$ cat config.mk
export PLATFORM = sky130hd
export DESIGN_NAME = instr_fetch_unit
export DESIGN_NICKNAME = d
export VERILOG_FILES = /design/src/rtl/sayeh_fetch_pkg.sv /design/src/rtl/fetch_timeout_ctr.sv /design/src/rtl/instr_fetch_unit.sv
export SDC_FILE = /design/constraint.sdc
export NUM_CORES = 1
export LEC_CHECK = 0
export BUFFER_PORTS_ARGS = -buffer_cell sky130_fd_sc_hd__buf_2
export CORE_MARGIN = 10
export CORE_UTILIZATION = 43
export CTS_CLUSTER_DIAMETER = 200
export CTS_CLUSTER_SIZE = 12
export DETAILED_ROUTE_END_ITERATION = 12
export HOLD_SLACK_MARGIN = 0.05
export PLACE_DENSITY_LB_ADDON = 0.15
export SLEW_MARGIN = 25
export SYNTH_ARGS = -nofsm -noshare
export SYNTH_HDL_FRONTEND = slang
export SYNTH_HIERARCHICAL = 1
export SYNTH_SLANG_ARGS = --single-unit
$ cat constraint.sdc
create_clock -name clk -period 1.52 [get_ports clk]
set_input_delay 0 -clock clk [delete_from_list [all_inputs] [get_ports clk]]
set_output_delay 0 -clock clk [all_outputs]
set_load 0.01 [all_outputs]
$ cat src/rtl/sayeh_fetch_pkg.sv
// Shared definitions for the SAYEH instruction fetch path: FSM state
// encoding, the default short-instruction prefix and the zero-extend helper
// used when a packed 8-bit instruction is presented on the 16-bit bus.
package sayeh_fetch_pkg;

    localparam int WORD_W       = 16;
    localparam int SHORT_W      = 8;
    localparam int SHORT_ZEXT_W = WORD_W - SHORT_W;

    localparam logic [3:0] SHORT_PREFIX_DEF = 4'h0;

    typedef enum logic [1:0] {
        IDLE    = 2'd0,
        READ    = 2'd1,
        DELIVER = 2'd2
    } fetch_state_t;

    // Short instructions sit in the low byte of the presented word.
    function automatic logic [WORD_W-1:0] zext_short(input logic [SHORT_W-1:0] b);
        return {{SHORT_ZEXT_W{1'b0}}, b};
    endfunction

endpackage

$ cat src/rtl/fetch_timeout_ctr.sv
// Wait counter for an outstanding memory read. Held at zero while cleared,
// counts cycles in which the read is still waiting, and flags the cycle in
// which one more wait would reach TIMEOUT.
module fetch_timeout_ctr #(
    parameter int TIMEOUT = 15
) (
    input  logic clk,
    input  logic rst,
    input  logic clear,
    input  logic inc,
    output logic hit
);

    localparam int CNT_W = (TIMEOUT < 2) ? 1 : $clog2(TIMEOUT + 1);

    logic [CNT_W-1:0] cnt;

    // Count waiting cycles; clearing wins so every new read starts from zero.
    always_ff @(posedge clk) begin
        if (rst || clear) begin
            cnt <= '0;
        end else if (inc) begin
            cnt <= cnt + 1'b1;
        end
    end

    assign hit = (cnt == CNT_W'(TIMEOUT - 1));

endmodule

$ cat src/rtl/instr_fetch_unit.sv
// SAYEH instruction fetch unit: reads the word at the current PC with a
// ready handshake and hands instructions to the controller one at a time.
// A word whose top nibble equals SHORT_PREFIX carries two 8-bit instructions;
// both are presented (high byte first) from a single read and PC increment.
// Optional read timeout with sticky fetch_err: define INSTR_FETCH_TIMEOUT_EN.
module instr_fetch_unit
    import sayeh_fetch_pkg::*;
#(
    parameter int         ADDR_W       = 16,
    parameter logic [3:0] SHORT_PREFIX = SHORT_PREFIX_DEF,
    parameter int         TIMEOUT      = 15
) (
    input  logic              clk,
    input  logic              rst,
    input  logic [ADDR_W-1:0] pc_in,
    input  logic              fetch_req,
    input  logic              flush,
    output logic [ADDR_W-1:0] mem_addr,
    output logic              mem_read,
    input  logic [WORD_W-1:0] mem_data,
    input  logic              mem_ready,
    output logic [WORD_W-1:0] instr,
    output logic              instr_valid,
    input  logic              instr_ack,
    output logic              is_short,
    output logic              pc_inc,
    output logic              fetch_err
);

    if (TIMEOUT < 1) begin : g_bad_timeout
        $error("instr_fetch_unit: TIMEOUT must be at least 1");
    end

    fetch_state_t state, state_n;

    // Low byte of a packed pair, kept until the high half is consumed.
    logic [SHORT_W-1:0] word_lo, word_lo_n;
    logic               pending_lo, pending_lo_n;
    // A flush arrived while a read was outstanding; drop its data on return.
    logic               drop_rd, drop_rd_n;

    logic [ADDR_W-1:0]  mem_addr_n;
    logic               mem_read_n;
    logic [WORD_W-1:0]  instr_n;
    logic               instr_valid_n;
    logic               is_short_n;
    logic               pc_inc_n;

`ifdef INSTR_FETCH_TIMEOUT_EN
    logic to_hit;
    logic err_set;

    fetch_timeout_ctr #(
        .TIMEOUT (TIMEOUT)
    ) u_timeout (
        .clk   (clk),
        .rst   (rst),
        .clear (state != READ),
        .inc   ((state == READ) && !mem_ready),
        .hit   (to_hit)
    );

    // Sticky timeout flag, cleared only by reset.
    always_ff @(posedge clk) begin
        if (rst) begin
            fetch_err <= 1'b0;
        end else if (err_set) begin
            fetch_err <= 1'b1;
        end
    end
`else
    assign fetch_err = 1'b0;
`endif

    // FSM state register.
    always_ff @(posedge clk) begin
        if (rst) begin
            state <= IDLE;
        end else begin
            state <= state_n;
        end
    end

    // Next-state and next-output decode; every register holds by default.
    always_comb begin
        state_n       = state;
        mem_addr_n    = mem_addr;
        mem_read_n    = mem_read;
        instr_n       = instr;
        instr_valid_n = instr_valid;
        is_short_n    = is_short;
        pc_inc_n      = 1'b0;
        word_lo_n     = word_lo;
        pending_lo_n  = pending_lo;
        drop_rd_n     = drop_rd;
`ifdef INSTR_FETCH_TIMEOUT_EN
        err_set       = 1'b0;
`endif
        case (state)
            IDLE: begin
                if (fetch_req) begin
                    mem_addr_n = pc_in;
                    mem_read_n = 1'b1;
                    drop_rd_n  = 1'b0;
                    state_n    = READ;
                end
            end
            READ: begin
                if (mem_ready) begin
                    mem_read_n = 1'b0;
                    if (flush || drop_rd) begin
                        // Read completed after a jump: discard, no PC advance.
                        drop_rd_n     = 1'b0;
                        instr_valid_n = 1'b0;
                        state_n       = IDLE;
                    end else begin
                        pc_inc_n      = 1'b1;
                        instr_valid_n = 1'b1;
                        state_n       = DELIVER;
                        if (mem_data[15:12] == SHORT_PREFIX) begin
                            instr_n      = zext_short(mem_data[15:8]);
                            is_short_n   = 1'b1;
                            pending_lo_n = 1'b1;
                            word_lo_n    = mem_data[7:0];
                        end else begin
                            instr_n      = mem_data;
                            is_short_n   = 1'b0;
                            pending_lo_n = 1'b0;
                        end
                    end
`ifdef INSTR_FETCH_TIMEOUT_EN
                end else if (to_hit) begin
                    mem_read_n = 1'b0;
                    drop_rd_n  = 1'b0;
                    err_set    = 1'b1;
                    state_n    = IDLE;
`endif
                end else if (flush) begin
                    drop_rd_n = 1'b1;
                end
            end
            DELIVER: begin
                if (flush) begin
                    instr_valid_n = 1'b0;
                    pending_lo_n  = 1'b0;
                    state_n       = IDLE;
                end else if (instr_ack) begin
                    if (pending_lo) begin
                        // Second half of a packed pair: no memory access.
                        instr_n      = zext_short(word_lo);
                        is_short_n   = 1'b1;
                        pending_lo_n = 1'b0;
                    end else if (fetch_req) begin
                        mem_addr_n    = pc_in;
                        mem_read_n    = 1'b1;
                        instr_valid_n = 1'b0;
                        drop_rd_n     = 1'b0;
                        state_n       = READ;
                    end else begin
                        instr_valid_n = 1'b0;
                        state_n       = IDLE;
                    end
                end
            end
            default: begin
                state_n = IDLE;
            end
        endcase
    end

    // Output and datapath registers; reset clears everything.
    always_ff @(posedge clk) begin
        if (rst) begin
            mem_addr    <= '0;
            mem_read    <= 1'b0;
            instr       <= '0;
            instr_valid <= 1'b0;
            is_short    <= 1'b0;
            pc_inc      <= 1'b0;
            word_lo     <= '0;
            pending_lo  <= 1'b0;
            drop_rd     <= 1'b0;
        end else begin
            mem_addr    <= mem_addr_n;
            mem_read    <= mem_read_n;
            instr       <= instr_n;
            instr_valid <= instr_valid_n;
            is_short    <= is_short_n;
            pc_inc      <= pc_inc_n;
            word_lo     <= word_lo_n;
            pending_lo  <= pending_lo_n;
            drop_rd     <= drop_rd_n;
        end
    end

endmodule

=== Yosys cells after proc, flatten, opt, wreduce, memory -nomap -nowiden ===
Index checks and enable logic that the tools add are counted.

* Register bits: 48
* Output and inout port bits: 37
* Word-level logic and storage cells: 91

* Eq/ne operators: 13
* Muxes and demuxes: 50
* Bitwise logic cells: 3
* Reductions and logical operators: 15

{| class="wikitable"
|+ Operator list
! kind !! count
|-
| $mux 16 || 10
|-
| $pmux 16 s2 || 2
|-
| $mux 1 || 26
|-
| $reduce_and 4->1 || 5
|-
| $ne 2x2->1 const B || 7
|-
| $mux 2 || 6
|-
| $ne 3x3->1 const B || 4
|-
| $reduce_and 6->1 || 2
|-
| $pmux 1 s2 || 3
|-
| $pmux 1 s3 || 2
|-
| $pmux 2 s3 || 1
|-
| $reduce_and 5->1 || 1
|-
| $logic_not 4->1 || 1
|-
| $reduce_bool 2->1 || 2
|-
| $not 1->1 || 3
|-
| $reduce_bool 3->1 || 1
|-
| $reduce_or 3->1 || 1
|-
| $eq 2x1->1 const B || 1
|-
| $eq 2x2->1 const B || 1
|-
| $logic_not 2->1 || 1
|-
| $logic_or 1x1->1 || 1
|}

=== Longest topological paths before layout ===
Gate-level depths: netlist of the first run.

* Depth after elaboration: 5
* Mapped depth: 7
* Mapped depth without buffers: 4

=== Worst setup path after synthesis of the first run ===
No wires, ideal clock.

* Path type: register -> register
* From: register pending_lo
* To: register mem_addr[10]
* Setup time: 0.128 ns
* Data arrival time: 1.513 ns
* Data required time: 1.392 ns
* Setup slack: -0.120 ns
* Stages on the path, launching flop included: 7
* Clock period less this slack: 1.640 ns
* Path through: dfxtp_1 or3b_2 a21oi_1 buf_4 buf_6 mux2i_1 nor2_1

* Cells in the longest elaborated chain, start to end: 2

{| class="wikitable"
|+ Ends and longest elaborated chain
! what !! RTL line !! RTL
|-
| from (decl) || instr_fetch_unit.sv:38 || <nowiki>logic pending_lo, pending_lo_n;</nowiki>
|-
| from (signal assigned) || instr_fetch_unit.sv:191 || <nowiki>pending_lo <= pending_lo_n;</nowiki>
|-
| $ne 2x2->1 (no line) || - ||
|-
| $reduce_and 4->1 (no line) || - ||
|-
| to (signal assigned) || instr_fetch_unit.sv:184 || <nowiki>mem_addr <= mem_addr_n;</nowiki>
|-
| to (decl) || instr_fetch_unit.sv:18 || <nowiki>output logic [ADDR_W-1:0] mem_addr,</nowiki>
|}

Every way passes these cells.
A chain may end at the register's enable or synchronous reset.

=== Final worst setup path of the first run ===
* From: register state[1]
* To: register instr[6]

* Cells in the longest elaborated chain, start to end: 3

{| class="wikitable"
|+ Ends and longest elaborated chain
! what !! RTL line !! RTL
|-
| from (decl) || instr_fetch_unit.sv:34 || <nowiki>fetch_state_t state, state_n;</nowiki>
|-
| from (signal assigned) || instr_fetch_unit.sv:80 || <nowiki>state <= state_n;</nowiki>
|-
| $eq 2x1->1 or $eq 2x2->1 (tied branches) || instr_fetch_unit.sv:99 || <nowiki>case (state)</nowiki>
|-
| $ne 2x2->1 (no line) or $reduce_bool 2->1 (tied branches) || - ||
|-
| $reduce_and 6->1 (no line) || - ||
|-
| to (signal assigned) || instr_fetch_unit.sv:186 || <nowiki>instr <= instr_n;</nowiki>
|-
| to (decl) || instr_fetch_unit.sv:22 || <nowiki>output logic [WORD_W-1:0] instr,</nowiki>
|}

Several ways; a longest one is shown, not always the timed one.

==> results of run 1 <==
[worst paths after layout]
path,end,slack [ns],cells past startpoint
setup reg to reg,instr[6],0.009,6
hold / removal,state[1],0.08,4
setup / recovery,instr[6],0.009,6
hold reg to reg,instr[9],0.45,2
[flip-flops by register name (all words and copies together), names as in the netlist]
register	flops
word_lo	8
pc_inc	1
mem_addr	16
is_short	1
pending_lo	1
state	2
instr	16
mem_read	1
drop_rd	1
instr_valid	1
[layout make-up]
type	instances	area, um^2
diodes	1	2.502
repair buffers	128	904.6
multi-input cells	144	928.4
clock buffers	8	90.09
well taps	52	65.06
flip-flops and latches	48	960.9
fillers	351	1373
[power by group]
group	switching, W	internal (W)
clock network	0.000402	0.000372
registers	0.0000219	0.00130
logic	0.000196	0.000226
[layer usage]
metal / vias up / GRT usage
met4: 0 / 0.03976
met2: 53 / 0.2215
met3: 6 / 0.06191
li1: 964 / -
met5: - / 0
met1: 833 / 0.1618
[cell usage after synthesis (all sizes together), types with 2 or more instances]
master | instances | area [um^2]
a22oi | 4 | 30.03
buf | 4 | 31.27
a21oi | 18 | 90.09
a211oi | 2 | 15.01
nor2 | 40 | 150.1
nand2b | 3 | 18.77
nand3 | 9 | 50.05
nand2 | 13 | 48.80
dfxtp | 48 | 960.9
nor3 | 6 | 30.03
a211o | 4 | 35.03
o21ai | 2 | 10.01
nor4 | 2 | 27.53
clkbuf | 10 | 37.54
nand3b | 2 | 15.01
a221oi | 4 | 35.03
mux2i | 24 | 240.2
nor3b | 3 | 22.52
[metrics by stage]
| step | setup TNS [ns] | cells |
|---|---|---|
| floorplan | 0 | 206 |
| global placement | 0 | 334 |
| detailed placement | -0.0008586 | 334 |
| CTS | 0 | 374 |
| global route | -0.5168 | 381 |
| finish | 0 | 381 |
[repair_timing]
item	4_1_cts	5_1_grt
cloned	0	1
hold endpoints to repair	37	2
hold buffers	32	2
setup endpoints to repair	5	31
buffers inserted	0	3
gates resized for setup	1	15
pin swaps	0	3
[kinds of logic after synthesis]
logic type             Yosys count  synth area share
AOI/OAI and AO/OA               38            0.1304
buffers and inverters           14           0.03604
DFF                             48            0.5033
muxes                           24            0.1258
other                            1          0.001964
and+or+nand+nor                 81            0.2025
[tightest hold or removal path, delay by kind of cell]
kind | cells | cell delay (ns)
AND/OR/NAND/NOR | 2 | 0.14
buffers and inverters | 1 | 0.14
AO/OA/AOI/OAI | 1 | 0.06
==> metrics.txt, run 1 <==
post-synth cell types 30; fmax 0.6617 GHz; die area between 0.007 and 0.008 mm^2; Layout Utilization 0.6826; crit share post-route 0.9943; P per Cell Area approximately 850 mW/mm^2; Post-DP Area about 0.0024 mm^2; die width approximately 87 um; drt wl/cell around 15 um; WL final ~5600 um; Worst Path Buf+Inv 2; Leak about 1.4 nW; max cap viols 0; Reg clk slew, reported paths roughly 0.08 ns; share of cells above drive strength 1 0.3354; Tmin final 1.511 ns; max-slew violation count 0; run status complete, no violations; CTS max path bufs 2; commonest cells after routing, fill and taps aside buf_2 (72), dfxtp_1 (48), nor2_1 (40); DRT iter0 DRCs 110; IO Port Bufs 73; final worst setup slack between 0.008 and 0.009 ns; flops & latches, synth 48; register area share after synthesis 0.5033; met3 WL post-DR 388 um; FP Rows 24; Hold Vio Cnt, Final 0; WP data arrival 1.73 ns; predominant post-synthesis flop cell dfxtp_1; CTS tree yes; post-route DRC violation count 0; Clock Latency Late Sink 0.30 ns; Crit Path Class flip-flop to flip-flop; root buffer cell clkbuf_8; Final nets between 300 and 400; Post-Syn Area 0.001909 mm^2; Critical path origin state[1]; metal2 WL around 2600 um; unrepaired setup endpoints after global routing true; worst vdd ir between 0.0004 and 0.0005 V; CP max stage delay 0.33 ns; DRT met1 WL approximately 2500 um; Ys Warns 6; Die Ht roughly 87 um; length of the first detailed-routing pass in iterations 4; CP delay by family, top simple AND/OR/NAND/NOR gates; number of H-tree branching levels 2; GRT Total Usage 0.1381; Avg Cell Area, Syn 9.269 um^2; Gate Count Post-Synth between 200 and 250; skew final 0.002949 ns; vias in the first global route 1802; pre-CTS setup slack -0.0008586 ns; number of buffers created by CTS 5; CP required around 1.7 ns; Post-Syn Nets 244; Crit Path Max Fanout 8; first-pass GRT wire length 8611 um; HPWL Detailed between 3000 and 4000 um; grt ovf 0; design area slightly below 0.003 mm^2; initial antenna violation count 1; total vias in the final route ~1900; Initial Util 0.4416; final setup fails 0; Num Clock Sinks 48; crit path max-delay cell type dfxtp_1; crit-path cells buf_4 > and3b_2 > a32oi_2 > buf_4 > a221oi_1 > nor3_1; Via density ~5; Ports 75; Crit. End Element flip-flop; launching point of the worst reg2reg path state[1]; P&R area growth vs syn 54.59%; area of the core about 0.0043 mm^2; routability cong. ~0.71; highest metal used met4; Tot Pwr approximately 0.0025 W; worst hold path type input port to flip-flop; ANT nets after route 0; CP Launch Type flip-flop; most common cell after layout, fill and taps aside buf_2; EDFF count, synth 0; most used cell, CP buf_4; Worst Hold Launch instr_ack; largest net degree at the start of global routing 49; Post-synth ARST share 0; hold_ws 0.07622 ns
No activity file was read; power rests on OpenSTA's default activity.
==> run 2: changes to the inputs <==
--- a/config.mk
+++ b/config.mk
@@ -6,6 +6,7 @@
 export NUM_CORES = 1
 export LEC_CHECK = 0
 export BUFFER_PORTS_ARGS = -buffer_cell sky130_fd_sc_hd__buf_2
+export CORE_ASPECT_RATIO = 1.25
 export CORE_MARGIN = 10
 export CORE_UTILIZATION = 43
 export CTS_CLUSTER_DIAMETER = 200
==> run 2 against run 1 <==
Compared with the run above:
- clock power grew 1%
- global-route usage grew 1.2 points
- combinational power shrank 2%
- final area shrank 1.4%
- wire length is essentially flat
- first-iteration DRC count grew 9.1%
- fmax grew 3.7%
- register-to-register slack gained 0.06 ns
- flip-flop and latch count is the same
- largest power group unchanged
==> metrics.txt, run 2 (synthesis gave the netlist of run 1 again) <==
Ports 75; CP max stage delay about 0.53 ns; root buffer cell clkbuf_8; hold_ws 0.08454 ns; post-route DRC violation count 0; DRT met1 WL roughly 2200 um; CP required between 1.5 and 2 ns; crit share post-route 0.9589; commonest cells after routing, fill and taps aside buf_2 (74), dfxtp_1 (45), nor2_1 (40); Die Ht around 95 um; max cap viols 0; vias in the first global route between 2000 and 2500; Crit Path Class input port to flip-flop; skew final between 0.004 and 0.005 ns; HPWL Detailed ~3900 um; Layout Utilization 0.6678; routability cong. between 0.7 and 0.8; Hold Path Depth 2; Hold Vio Cnt, Final 0; launching point of the worst reg2reg path pending_lo; drt wl/cell 14.64 um; Final nets approximately 360; final std cells w/o fill 383; final setup fails 0; Leak approximately 1.3 nW; worst vdd ir 0.0006484 V; Worst Path Buf+Inv 3; Hold Crit Endpoint word_lo[3]; Net Sw Frac 0.2503; Antenna Cells 0; number of buffers created by CTS 5; largest net degree at the start of global routing 33; worst hold path type input port to flip-flop; biggest regs instr x16, mem_addr x16, word_lo x8; number of H-tree branching levels 2; die width 79.60 um; area of the core around 0.0044 mm^2; R2R setup slack approximately 0.070 ns; FF-to-FF path depth 5; P&R area growth vs syn 52.42%; CTS max path bufs 2; placed cell count 340; crit path max-delay cell type dlygate4sd3_1; sequential share of power 0.526; ANT nets after route 0; total vias in the final route about 1900; CP Launch Type input port; first-pass GRT wire length approximately 9000 um; most common cell after layout, fill and taps aside buf_2; Num Clock Sinks 48; grt ovf 0; combinational power share 0.163; Clock Latency Late Sink 0.30 ns; IO Port Bufs between 70 and 80; met3 WL post-DR approximately 460 um; Reg2Reg Capture Point mem_addr[8]; highest metal used met4; Worst Hold Launch rst; FP Rows 27; Crit. End Element flip-flop; WL final about 5600 um; unrepaired setup endpoints after global routing true; fmax between 0.6 and 0.7 GHz; Tot Pwr 0.002527 W; Tmin final about 1.5 ns; Initial Util 0.4381; Crit Path Max Fanout 9; GRT Total Usage 0.1502; power share of the clock group 0.311; Via density about 4.9; die area ~0.0075 mm^2; Reg clk slew, reported paths around 0.08 ns; length of the first detailed-routing pass in iterations 4; share of cells above drive strength 1 0.3354; DRT iter0 DRCs 120; P per Cell Area between 800 and 900 mW/mm^2; CTS tree yes; run status complete, no violations; WP data arrival between 1.5 and 2 ns; crit-path cells dlygate4sd3_1 > buf_2 > nor4_4 > buf_4 > nand3_2 > mux2i_1 > nor2_1; Psw between 0.0006 and 0.0007 W; initial antenna violation count 0; CP delay by family, top buffers and inverters; Internal 0.001895 W; metal2 WL around 2900 um; max-slew violation count 0
[run 2: changes by cell type in the layout (fill, tap and decap cells not counted), sizes merged]
cell,previous run,this run
clkbuf,8,7
clkinvlp,0,1
diode,1,0
dlygate4sd3,33,34
buf,94,91
dlymetal6s4s,1,0
[run 2: layout make-up]
type,count,area (um^2)
flip-flops and latches,48,964.7
repair buffers,125,870.8
multi-input cells,144,908.4
clock buffers,7,86.33
well taps,58,72.57
fillers,370,1448
clock inverters,1,7.507
[run 2: per-layer routing]
layer,global-route usage,vias to the layer above
met4,0.05240,0
li1,-,955
met1,0.1530,871
met2,0.2608,51
met5,0,-
met3,0.07319,4
[run 2: how the worst max path moves through the flow]
stage	from	endpoint	slack, ns	cells past startpoint
after floorplan	pending_lo	mem_addr[10]	0.004	6
after global placement	pending_lo	mem_addr[3]	0.05	5
after detailed placement	state[1]	is_short	0.02	5
after CTS	mem_data[12]	word_lo[3]	0.02	7
after global routing	mem_data[12]	word_lo[3]	-0.04	7
final	mem_data[12]	word_lo[3]	0.06	7
[run 2: power by group through the flow]
stage | Sequential, W | Combinational (W) | Clock, W
finish | 0.00133 | 0.000413 | 0.000785
global placement | 0.00135 | 0.000333 | 0
detailed placement | 0.00136 | 0.000337 | 0
floorplan | 0.00138 | 0.000157 | 0
global route | 0.00134 | 0.000453 | 0.000863
CTS | 0.00133 | 0.000404 | 0.000820
[run 2: stage by stage]
stage / setup TNS (ns) / area [um^2] / setup WS [ns]
after floorplan: 0 / 1919 / 0.003688
after global placement: 0 / 2437 / 0.05462
after detailed placement: 0 / 2437 / 0.02097
after CTS: 0 / 2873 / 0.02470
after global routing: -0.08291 / 2910 / -0.03954
final: 0 / 2910 / 0.06247
[run 2: what timing repair did]
action / in CTS / in global routing
cloned: 0 / 1
setup buffers: 0 / 0
gates resized for setup: 1 / 10
setup endpoints to repair: 2 / 26
hold buffers: 34 / 0
pin swaps: 0 / 1
hold endpoints to repair: 36 / 0
[run 2: worst reg2reg max path: cells and delay by family (launching register included)]
kind / cells / cell delay [ns]
and+or+nand+nor: 2 / 0.46
DFF: 1 / 0.33
muxes: 1 / 0.21
AOI/OAI and AO/OA: 1 / 0.17
buffers and inverters: 1 / 0.17
==> run 3: changes to the inputs <==
--- a/config.mk
+++ b/config.mk
@@ -6,9 +6,12 @@
 export NUM_CORES = 1
 export LEC_CHECK = 0
 export BUFFER_PORTS_ARGS = -buffer_cell sky130_fd_sc_hd__buf_2
+export CAP_MARGIN = 20
+export CELL_PAD_IN_SITES_DETAIL_PLACEMENT = 0
+export CELL_PAD_IN_SITES_GLOBAL_PLACEMENT = 1
 export CORE_ASPECT_RATIO = 1.25
 export CORE_MARGIN = 10
-export CORE_UTILIZATION = 43
+export CORE_UTILIZATION = 31
 export CTS_CLUSTER_DIAMETER = 200
 export CTS_CLUSTER_SIZE = 12
 export DETAILED_ROUTE_END_ITERATION = 12
==> run 3 against run 2 <==
Compared with the run above:
- register-to-register slack worse by 0.06 ns
- via count is 0.48% lower
- clock skew is 0.00059 ns higher
- setup slack worse by 0.053 ns
- critical path type is now flip-flop to flip-flop
- highest routed layer unchanged
- clock-buffer cell count is 1 lower
- largest cell class unchanged
- combinational power is 2% higher
==> metrics.txt, run 3 (synthesis gave the netlist of run 1 again) <==
Clock Latency Late Sink 0.30 ns; skew final between 0.005 and 0.006 ns; vias in the first global route around 2000; total vias in the final route about 1900; biggest regs instr x16, mem_addr x16, word_lo x8; CTS max path bufs 2; P per Cell Area roughly 860 mW/mm^2; ANT nets after route 0; largest net degree at the start of global routing 34; worst vdd ir roughly 0.00055 V; routability cong. 0.7611; DRT iter0 DRCs 66; Initial Util 0.3239; sequential share of power 0.521; die area about 0.01 mm^2; number of H-tree branching levels 2; max_slew headroom 0.5849; power share of the clock group 0.314; length of the first detailed-routing pass in iterations 4; Crit. End Element flip-flop; Reg clk slew, reported paths approximately 0.09 ns; Tmin final 1.511 ns; fmax 0.6618 GHz; max cap viols 0; Psw 0.0006600 W; Ports 75; CP max stage delay approximately 0.41 ns; Internal roughly 0.0019 W; run status complete, no violations; max-slew violation count 0; CTS tree yes; CP Launch Type flip-flop; Worst Hold Launch instr_ack; area of the core just under 0.006 mm^2; number of buffers created by CTS 5; most common cell after layout, fill and taps aside buf_2; unrepaired setup endpoints after global routing true; initial antenna violation count 0; drt wl/cell 14.82 um; first-pass GRT wire length between 10000 and 15000 um; GRT Total Usage 0.1251; combinational power share 0.165; P&R area growth vs syn 54.98%; Hold Vio Cnt, Final 0; crit-path cells or3b_4 > a21oi_4 > buf_12 > mux2i_2 > nor2_1; # Post-CTS Setup Buffers 0; root buffer cell clkbuf_8; grt ovf 0; crit path max-delay cell type or3b_4; share of cells above drive strength 1 0.3509; HPWL Detailed between 4000 and 5000 um; crit share post-route 0.9940; Crit Path Max Fanout 9; Crit Path Class flip-flop to flip-flop; post-route DRC violation count 0; worst hold path type input port to flip-flop; Via density 4.634; Antenna Cells 0; Leak approximately 1.3 nW; Final nets about 360; WP data arrival around 1.7 ns; Least-Margin Pin Slew about 0.62 ns; launching point of the worst reg2reg path pending_lo; Net Sw Frac 0.2587; commonest cells after routing, fill and taps aside buf_2 (72), dfxtp_1 (46), nor2_1 (40); Critical path origin pending_lo; CP required ~1.7 ns; Die Ht 107.7 um; final setup fails 0; Layout Utilization 0.5019; IO Port Bufs 73; Num Clock Sinks 48; setup_tns 0 ns; FP Rows 31; die width 90.20 um; WL final approximately 6000 um
==> run 3: cell types whose count changed in the layout (fill, tap and decap cells not counted), sizes merged <==
cell | previous run | this run
clkinv | 0 | 2
buf | 91 | 87
clkinvlp | 1 | 0
==> run 3: path summary, 6_finish.rpt <==
check                 end  slack [ns]  cells after the start
max          mem_addr[11]       0.009                      5
min              state[1]        0.09                      4
max reg2reg  mem_addr[11]       0.009                      5
min reg2reg      instr[9]        0.45                      2
==> run 3: power groups by stage <==
stage                     clock network [W]  registers [W]  logic [W]
after floorplan                           0        0.00138   0.000157
final                              0.000802        0.00133   0.000420
after CTS                          0.000828        0.00133   0.000402
after detailed placement                  0        0.00136   0.000333
after global placement                    0        0.00136   0.000333
after global routing               0.000882        0.00134   0.000466
==> run 3: what timing repair did <==
item                                    CTS  global route
endpoints found under the hold margin    36             0
cloned                                    0             1
pin swaps                                 0             2
endpoints found under the setup margin    6            30
hold buffers                             34             0
gates resized for setup                   2            14
==> run 3: cell type report <==
cell class,instances,area [um^2]
Sequential cell,48,963.4
Timing Repair Buffer,122,858.3
Clock inverter,2,10.01
Tap cell,82,102.6
Clock buffer,6,82.58
Multi-Input combinational cell,144,942.2
Fill cell,623,2937
==> run 3: routing by layer <==
metal	track usage	routed length (um)	up-vias
met5	0	0	-
met1	0.1334	2359	869
met2	0.2282	3197	50
met3	0.04466	365	6
met4	0.03417	65	0
li1	-	-	947
==> run 3: worst max-delay path: cells and delay by family, from the launching register on <==
kind                   cells  cell delay (ns)
and+or+nand+nor            2             0.48
DFF                        1             0.32
muxes                      1             0.24
AOI/OAI and AO/OA          1             0.20
buffers and inverters      1             0.17
==> run 3: per-stage QoR <==
step           total power [W]  hold slack, ns  setup slack [ns]  std cells  area [um^2]
2_1_floorplan         0.001534         0.07866          0.003688        206         1919
3_3_place_gp          0.001689          0.2333           0.02678        362         2440
3_5_place_dp          0.001690          0.2428          -0.02016        362         2440
4_1_cts               0.002559         0.08057           0.01412        404         2879
5_1_grt               0.002686          0.1059          -0.05171        404         2959
6_report              0.002551         0.09417          0.009073        404         2959
